<file path="config.mk">
export PLATFORM = sky130hd
export DESIGN_NAME = png_score_counter
export DESIGN_NICKNAME = d
export VERILOG_FILES = /design/src/rtl/png_score_counter.sv
export SDC_FILE = /design/constraint.sdc
export NUM_CORES = 1
export LEC_CHECK = 0
export ABC_AREA = 1
export CAP_MARGIN = 25
export CORE_UTILIZATION = 44
export CTS_CLUSTER_SIZE = 30
export DETAILED_ROUTE_END_ITERATION = 12
export PLACE_DENSITY = 0.71
export SKIP_CTS_REPAIR_TIMING = 1
export SYNTH_ARGS = -nofsm -noshare
export SYNTH_HDL_FRONTEND = slang
export SYNTH_SLANG_ARGS = --single-unit
export TNS_END_PERCENT = 100
</file>
<file path="constraint.sdc">
create_clock -name clk -period 2.6 [get_ports clk]
set_input_delay 0.26 -clock clk [delete_from_list [all_inputs] [get_ports clk]]
set_output_delay 0.26 -clock clk [all_outputs]
set_load 0.005 [all_outputs]
</file>
<file path="src/rtl/png_score_counter.sv">
// png_score_counter: one player's score, BCD units plus a tens bit, 0..MAX_SCORE.
// Counts falling edges of the active-low miss pulse and flags game over at the selected limit.
//
// Ports:
//   clk          rising-edge system clock
//   _rst         synchronous active-low reset, wins over everything
//   _score_in    active-low score pulse, asynchronous to clk
//   _clr_score   synchronous active-low score clear (game start / attract)
//   limit_sel    0: GAME_LIMIT_LO, 1: GAME_LIMIT_HI
//   units        BCD units digit 0..9
//   tens         tens digit 0/1
//   game_over    high while score >= selected limit
//   score_strobe one-cycle pulse per accepted increment
module png_score_counter #(
    parameter int unsigned GAME_LIMIT_LO = 11,
    parameter int unsigned GAME_LIMIT_HI = 15,
    parameter int unsigned MAX_SCORE     = 19
) (
    input  logic       clk,
    input  logic       _rst,
    input  logic       _score_in,
    input  logic       _clr_score,
    input  logic       limit_sel,
    output logic [3:0] units,
    output logic       tens,
    output logic       game_over,
    output logic       score_strobe
);

    localparam logic [4:0] LIM_LO = 5'(GAME_LIMIT_LO);
    localparam logic [4:0] LIM_HI = 5'(GAME_LIMIT_HI);
    localparam logic [4:0] MAX5   = 5'(MAX_SCORE);

    logic       s1;
    logic       s2;
    logic       s3;
    // Shifts in ones after reset so that s3 only qualifies an edge once
    // it holds a real sample; a pulse still low at reset release is ignored.
    logic [2:0] warm;
    logic       fall;

    logic [4:0] score;
    logic [4:0] score_nxt;
    logic [4:0] limit;
    logic [3:0] units_nxt;
    logic       tens_nxt;
    logic       inc;

    assign fall  = s3 & ~s2 & warm[2];
    assign score = {1'b0, units} + (tens ? 5'd10 : 5'd0);
    assign limit = limit_sel ? LIM_HI : LIM_LO;

    always_comb begin
        units_nxt = units;
        tens_nxt  = tens;
        // A blocked edge is simply dropped, never queued.
        inc       = fall & ~game_over & (score < MAX5);
        if (inc) begin
            if (units == 4'd9) begin
                units_nxt = 4'd0;
                tens_nxt  = 1'b1;
            end else begin
                units_nxt = units + 4'd1;
            end
        end
        score_nxt = {1'b0, units_nxt} + (tens_nxt ? 5'd10 : 5'd0);
    end

    always_ff @(posedge clk) begin
        if (!_rst) begin
            s1           <= 1'b1;
            s2           <= 1'b1;
            s3           <= 1'b1;
            warm         <= 3'b000;
            units        <= 4'd0;
            tens         <= 1'b0;
            game_over    <= 1'b0;
            score_strobe <= 1'b0;
        end else begin
            // The synchroniser keeps running through a clear, so an edge
            // that lands during the clear is consumed and lost.
            s1   <= _score_in;
            s2   <= s1;
            s3   <= s2;
            warm <= {warm[1:0], 1'b1};
            if (!_clr_score) begin
                units        <= 4'd0;
                tens         <= 1'b0;
                game_over    <= 1'b0;
                score_strobe <= 1'b0;
            end else begin
                units        <= units_nxt;
                tens         <= tens_nxt;
                // Follows limit_sel every cycle; not sticky.
                game_over    <= (score_nxt >= limit);
                score_strobe <= inc;
            end
        end
    end

endmodule
</file>
# Word level (Yosys, flattened, before mapping)

Index checks and enable logic that the tools add are counted.

Bits of input ports: 5
Memory bits (writable): 0
Flip-flop bits (word level): 13
Memories kept: 0
Output and inout bits: 7
Logic and storage cells: 30
Memory bits (read-only): 0
Bits in latches: 0

$add $sub $neg: 3
$mul: 0
Order comparisons: 2
Mux-type cells: 8
Shifts and indexed selects: 0
Divide/modulo/power cells: 0
Equality and inequality tests: 1
Bitwise operators: 6
Reduce and logical (&&, ||, !) cells: 1

Operators by type and width:

| cell                                               | count |
|---|---|
| two-way mux 4 bit                                  | 4 |
| adder 4 x 4 -> 5 bit                               | 2 |
| >= comparator 5 x 4 -> 1 bit                       | 1 |
| less-than comparator 5 bit (second input constant) | 1 |
| adder 4 x 1 -> 4 bit (second input constant)       | 1 |
| AND 1 bit                                          | 4 |
| equality test 4 bit (second input constant)        | 1 |
| two-way mux 1 bit                                  | 3 |
| two-way mux 3 bit                                  | 1 |
| NOT 1 bit                                          | 2 |
| AND reduction 2 bit                                | 1 |

# Longest topological paths before layout

Word-level depth: 9
Mapped depth: 19
Gate-level depth less buffers: 19

# Least setup slack after synthesis

OpenSTA, ideal clock, no wires.

Kind: register to register
Start point: register units[1]
End point: register game_over
Path slack: 0.105 ns
Library setup time: 0.122 ns
Period minus slack after synthesis: 2.495 ns
Data arrival time: 2.374 ns
Stages on the path, launching flop included: 18
Buffers on the path: 0
Data required time: 2.478 ns
Cells stage by stage: dfxtp_1 -> ha_1 -> ha_1 -> a21oi_1 -> nand2_1 -> nand2_2 -> nand3_1 -> inv_1 -> o22ai_2 -> ha_1 -> ha_1 -> ha_1 -> nand2_1 -> inv_1 -> nand3_1 -> nand2_1 -> nand2_1 -> a21oi_2

Elaborated cells between the ends (all ways): 12
Those cells by class: add/sub: 3; order compare: 2; eq/ne: 1; mux: 5; bitwise: 1

RTL lines:

| what                           | RTL line | source |
|---|---|---|
| start, declared                | 24       | `output logic [3:0] units,` |
| start signal, assigned         | 92       | `units <= units_nxt;` |
| adder 4 x 4 -> 5 bit           | 50       | `assign score = {1'b0, units} + (tens ? 5'd10 : 5'd0);` |
| less-than comparator 5 bit     | 57       | `inc = fall & ~game_over & (score < MAX5);` |
| AND 1 bit                      | 57       |  |
| two-way mux 4 bit *            | 58       | `if (inc) begin` |
| via units_nxt[1]               | 45       | `logic [3:0] units_nxt;` |
| adder 4 x 4 -> 5 bit *         | 66       | `score_nxt = {1'b0, units_nxt} + (tens_nxt ? 5'd10 : 5'd0);` |
| >= comparator 5 x 4 -> 1 bit * | 95       | `game_over <= (score_nxt >= limit);` |
| end signal, assigned           | 95       |  |
| end, declared                  | 26       | `output logic game_over,` |

Mark *: on every way through the listed nets, which the timed path passes. The rest lies on a longest branch.
A chain may end at the register's enable or synchronous reset.

# Worst setup path after layout

Start point: register tens
End point: register game_over

Cells in the longest elaborated chain, start to end: 8
Elaborated cells between the ends (all ways): 10
Those cells by class: add/sub: 2; order compare: 2; mux: 5; bitwise: 1

Ends and longest elaborated chain:

| what                           | RTL line | source |
|---|---|---|
| start, declared                | 25       | `output logic tens,` |
| start signal, assigned         | 93       | `tens <= tens_nxt;` |
| two-way mux 4 bit              | 50       |  |
| adder 4 x 4 -> 5 bit           | 50       |  |
| less-than comparator 5 bit     | 57       |  |
| AND 1 bit                      | 57       |  |
| two-way mux 1 bit *            | 58       |  |
| via tens_nxt                   | 46       | `logic tens_nxt;` |
| two-way mux 4 bit *            | 66       |  |
| adder 4 x 4 -> 5 bit *         | 66       |  |
| >= comparator 5 x 4 -> 1 bit * | 95       |  |

Marked as above.

==> PnR_summary.wiki <==
{| class="wikitable"
! Metric !! Value
|-
| Outcome || finished clean
|-
| Flop pwr share || 0.594
|-
| Buffers added on ports || 11
|-
| Number of standard-cell rows in the floorplan || 13
|-
| TritonCTS buffer count || 3
|-
| Pwr dens || about 360 mW/mm2
|-
| Half-perimeter wire length after placement || 922.9 um
|-
| Startpoint of the lowest-slack hold path || s1$_SDFF_PN1_
|-
| Number of H-tree branching levels || 1
|-
| Per-cell routed wire length || 10.12 um
|-
| Arrival time at the worst endpoint || approximately 2700 ps
|-
| Achievable frequency || 411.4 MHz
|-
| Synthesis-to-layout area growth || 38.67%
|-
| Die area || 0.001705 mm2
|-
| Transition time of the tightest slew-check pin || between 400 and 500 ps
|-
| Prevailing post-synth register cell || dfxtp_1
|-
| N_diodes || 0
|-
| Min Clock Period, post-route || approximately 2400 ps
|-
| Startpoint of the lowest-slack register-to-register path || tens$_SDFF_PN0_
|-
| Category of the most critical setup path || flip-flop to flip-flop
|-
| Drc violations || 0
|-
| Sum of overflow across all layers after global routing || 0
|-
| Proportion of synthesized chip area in sequential cells || 0.3831
|-
| DR iter-0 viols || 7
|-
| Number of nets in the layout || between 100 and 150
|-
| Instance area after placement || approximately 830 um2
|-
| Die span in y || a little over 40 um
|-
| Gate count of the mapped netlist || just over 90
|-
| Combinational share of power || 0.042
|-
| Overall track demand over capacity in global routing || 0.1728
|-
| TritonCTS clock tree || done
|-
| Power dissipated by switching net loads || 0.07247 mW
|-
| Die Wd || between 40 and 50 um
|-
| Internal power of the cells || around 0.27 mW
|-
| Wirelength, routed || ~1.3 mm
|-
| Leakage Power || 0.4566 nW
|-
| Dominant cell by count in the synthesized netlist || nand2_1
|-
| Mean instance size in the synthesized netlist || around 7.5 um2
|-
| Hold Path Depth || 2
|-
| Total core area || around 0.0014 mm2
|-
| Number of failing setup endpoints in the final timing report || 0
|-
| Share of power burned in the clock network || 0.363
|-
| Final core utilization || 0.6896
|-
| Register-to-Register Path Depth || 17
|-
| Fraction of power spent switching nets || 0.2129
|-
| Via-to-Cell Ratio || around 4.6
|-
| Max rail drop VDD || 224.3 uV
|-
| Worst-case hold path end point || s2$_SDFF_PN1_
|-
| Leading post-synthesis cells by cell area || dfxtp_1 38%, nand2_1 13%, ha_1 13%
|-
| Antenna violations before repair || 0
|-
| Number of max-cap violations || 0
|-
| Largest area contributor in the synthesized netlist || dfxtp_1
|-
| PnR Total Power || about 0.34 mW
|-
| Clock slew seen by the registers of the worst setup and hold paths || roughly 90 ps
|-
| Post-route antenna net violation count || 0
|-
| Post-Place Cells || 120
|-
| Final count of pins violating max slew || 0
|-
| Largest net degree at the start of global routing || 8
|-
| Max Clock Skew || between 10 and 15 ps
|-
| Number of warnings reported in the yosys synthesis log || 0
|-
| Aggregate negative setup slack || 0 ps
|-
| Nature of the critical path startpoint || flip-flop
|-
| Number of non-filler instances in the completed layout || 125
|-
| Final period util || 0.9349
|-
| 1st-pass router iterations || 4
|-
| Remaining max-slew budget at the tightest pin || 0.7240
|-
| Endpoint kind of the worst setup timing path || flip-flop
|-
| Largest fanout of any net on the critical path || 4
|-
| Yosys top cell area share || 0.3831
|-
| Number of register bits inferred by synthesis || 13
|-
| Cell at the root of the clock tree || clkbuf_4
|-
| Critical Path RT || around 2800 ps
|-
| CTS Sinks || 13
|-
| Worst R2R End || game_over$_SDFF_PN0_
|-
| Endpoints failing hold || 0
|-
| Syn Std Cell Area || roughly 680 um2
|-
| Starting utilization of the core area || 0.4973
|-
| Source-to-sink clock delay at the later pin of the worst-skew pair || 280 ps
|-
| Routed vias || about 580
|-
| First-pass GRT wire length || 1.800 mm
|-
| Top post-synthesis cells by count || 24 x nand2_1, 19 x inv_1, 13 x dfxtp_1
|-
| Worst hold path type || flip-flop to flip-flop
|-
| Unique cell type count in the Yosys netlist || 17
|-
| Fraction of final layout cells with drive strength greater than 1 || 0.2636
|-
| Maximum buffer depth of the clock tree || 2
|-
| Placer Congestion || 0.7844
|-
| Num ports || 12
|-
| EDFF count, synth || 0
|-
| Async S/R FF share, synth || 0
|-
| Net count after synthesis || between 100 and 150
|-
| Post-Layout Inst Area || approximately 940 um2
|-
| Flop2flop setup slack || around 170 ps
|-
| Via count of the first global-routing pass || about 440
|}
## metrics by stage
stage	setup WS (ps)	hold slack, ps
3_3_place_gp	53.62	387.6
6_report	169.3	410.3
4_1_cts	-6.616	411.7
2_1_floorplan	104.7	287.7
3_5_place_dp	11.26	394.1
5_1_grt	-6.609	424.6
## metal layers
metal,GRT usage,vias to the layer above,share of wire
met5,0,-,0
met1,0.2295,246,0.49
li1,-,318,-
met3,0.03191,2,0.028
met2,0.2383,11,0.46
met4,0.1452,0,0.020
## layout by cell type (no fill, tap or decap)
master           synthesis  final
xor2_1                   1      1
buf_4                    0      4
nand4_1                  1      1
o22ai_4                  0      1
ha_1                     7      3
clkbuf_4                 0      3
nor3_2                   1      1
o21bai_2                 1      1
dfxtp_1                 13     10
clkbuf_1                 0      1
inv_1                   19     16
nand2_1                 24     23
dfxtp_2                  0      1
nand3_1                  5      4
ha_4                     0      4
nand2_4                  1      1
nor2_1                   7      7
nand2_2                  2      3
a21oi_1                  3      2
clkdlybuf4s50_1          0     11
inv_2                    1      4
a21oi_2                  2      3
nand3_2                  0      1
dfxtp_4                  0      2
o21ai_0                  2      2
## state kept, by name, indices dropped and copies added (netlist names)
| register | cells |
|---|---|
| score_strobe | 1 |
| warm | 3 |
| tens | 1 |
| s3 | 1 |
| game_over | 1 |
| units | 4 |
| s2 | 1 |
| s1 | 1 |
## kinds of logic after synthesis
family | share of synthesized area
compound gates | 0.09760
fa+ha+maj | 0.1289
flops | 0.3831
buf+inv | 0.1105
xor+xnor | 0.01289
simple gates | 0.2670
## worst max-delay path, stage by stage (launching register included)
cell     delay, ps
dfxtp_4        370
ha_1           300
inv_2           70
nand2_1         40
nand2_1         50
nand2_1         60
nand2_2        130
nand4_1        170
nand2_2        170
ha_4           160
ha_4           190
ha_1           270
nand2_1         40
inv_1           50
nand3_1         70
nand2_1         50
nand2_1         60
a21oi_2        130
## final cells by class
type                    count  area, um2
clock buffers               4      26.28
fillers                   114      424.2
inverters                  20      75.07
multi-input cells          58      412.9
flip-flops and latches     13      269.0
well taps                  15      18.77
repair buffers             15      140.1
## power groups by stage
stage / logic (mW) / clock network [mW] / registers [mW]
final: 0.0143 / 0.124 / 0.202
after global routing: 0.0159 / 0.139 / 0.203
after CTS: 0.0141 / 0.128 / 0.204
after detailed placement: 0.0141 / 0 / 0.209
after global placement: 0.0140 / 0 / 0.209
after floorplan: 0.00565 / 0 / 0.209
## worst max path at each step
stage / startpoint / to / slack, ps / cells past startpoint
after floorplan: units[1]$_SDFF_PN0_ / game_over$_SDFF_PN0_ / 100 / 17
after global placement: units[1]$_SDFF_PN0_ / game_over$_SDFF_PN0_ / 50 / 17
after detailed placement: tens$_SDFF_PN0_ / game_over$_SDFF_PN0_ / 10 / 17
after CTS: tens$_SDFF_PN0_ / game_over$_SDFF_PN0_ / -7 / 17
after global routing: tens$_SDFF_PN0_ / game_over$_SDFF_PN0_ / -7 / 17
final: tens$_SDFF_PN0_ / game_over$_SDFF_PN0_ / 170 / 17
No activity file was read; power rests on OpenSTA's default activity.
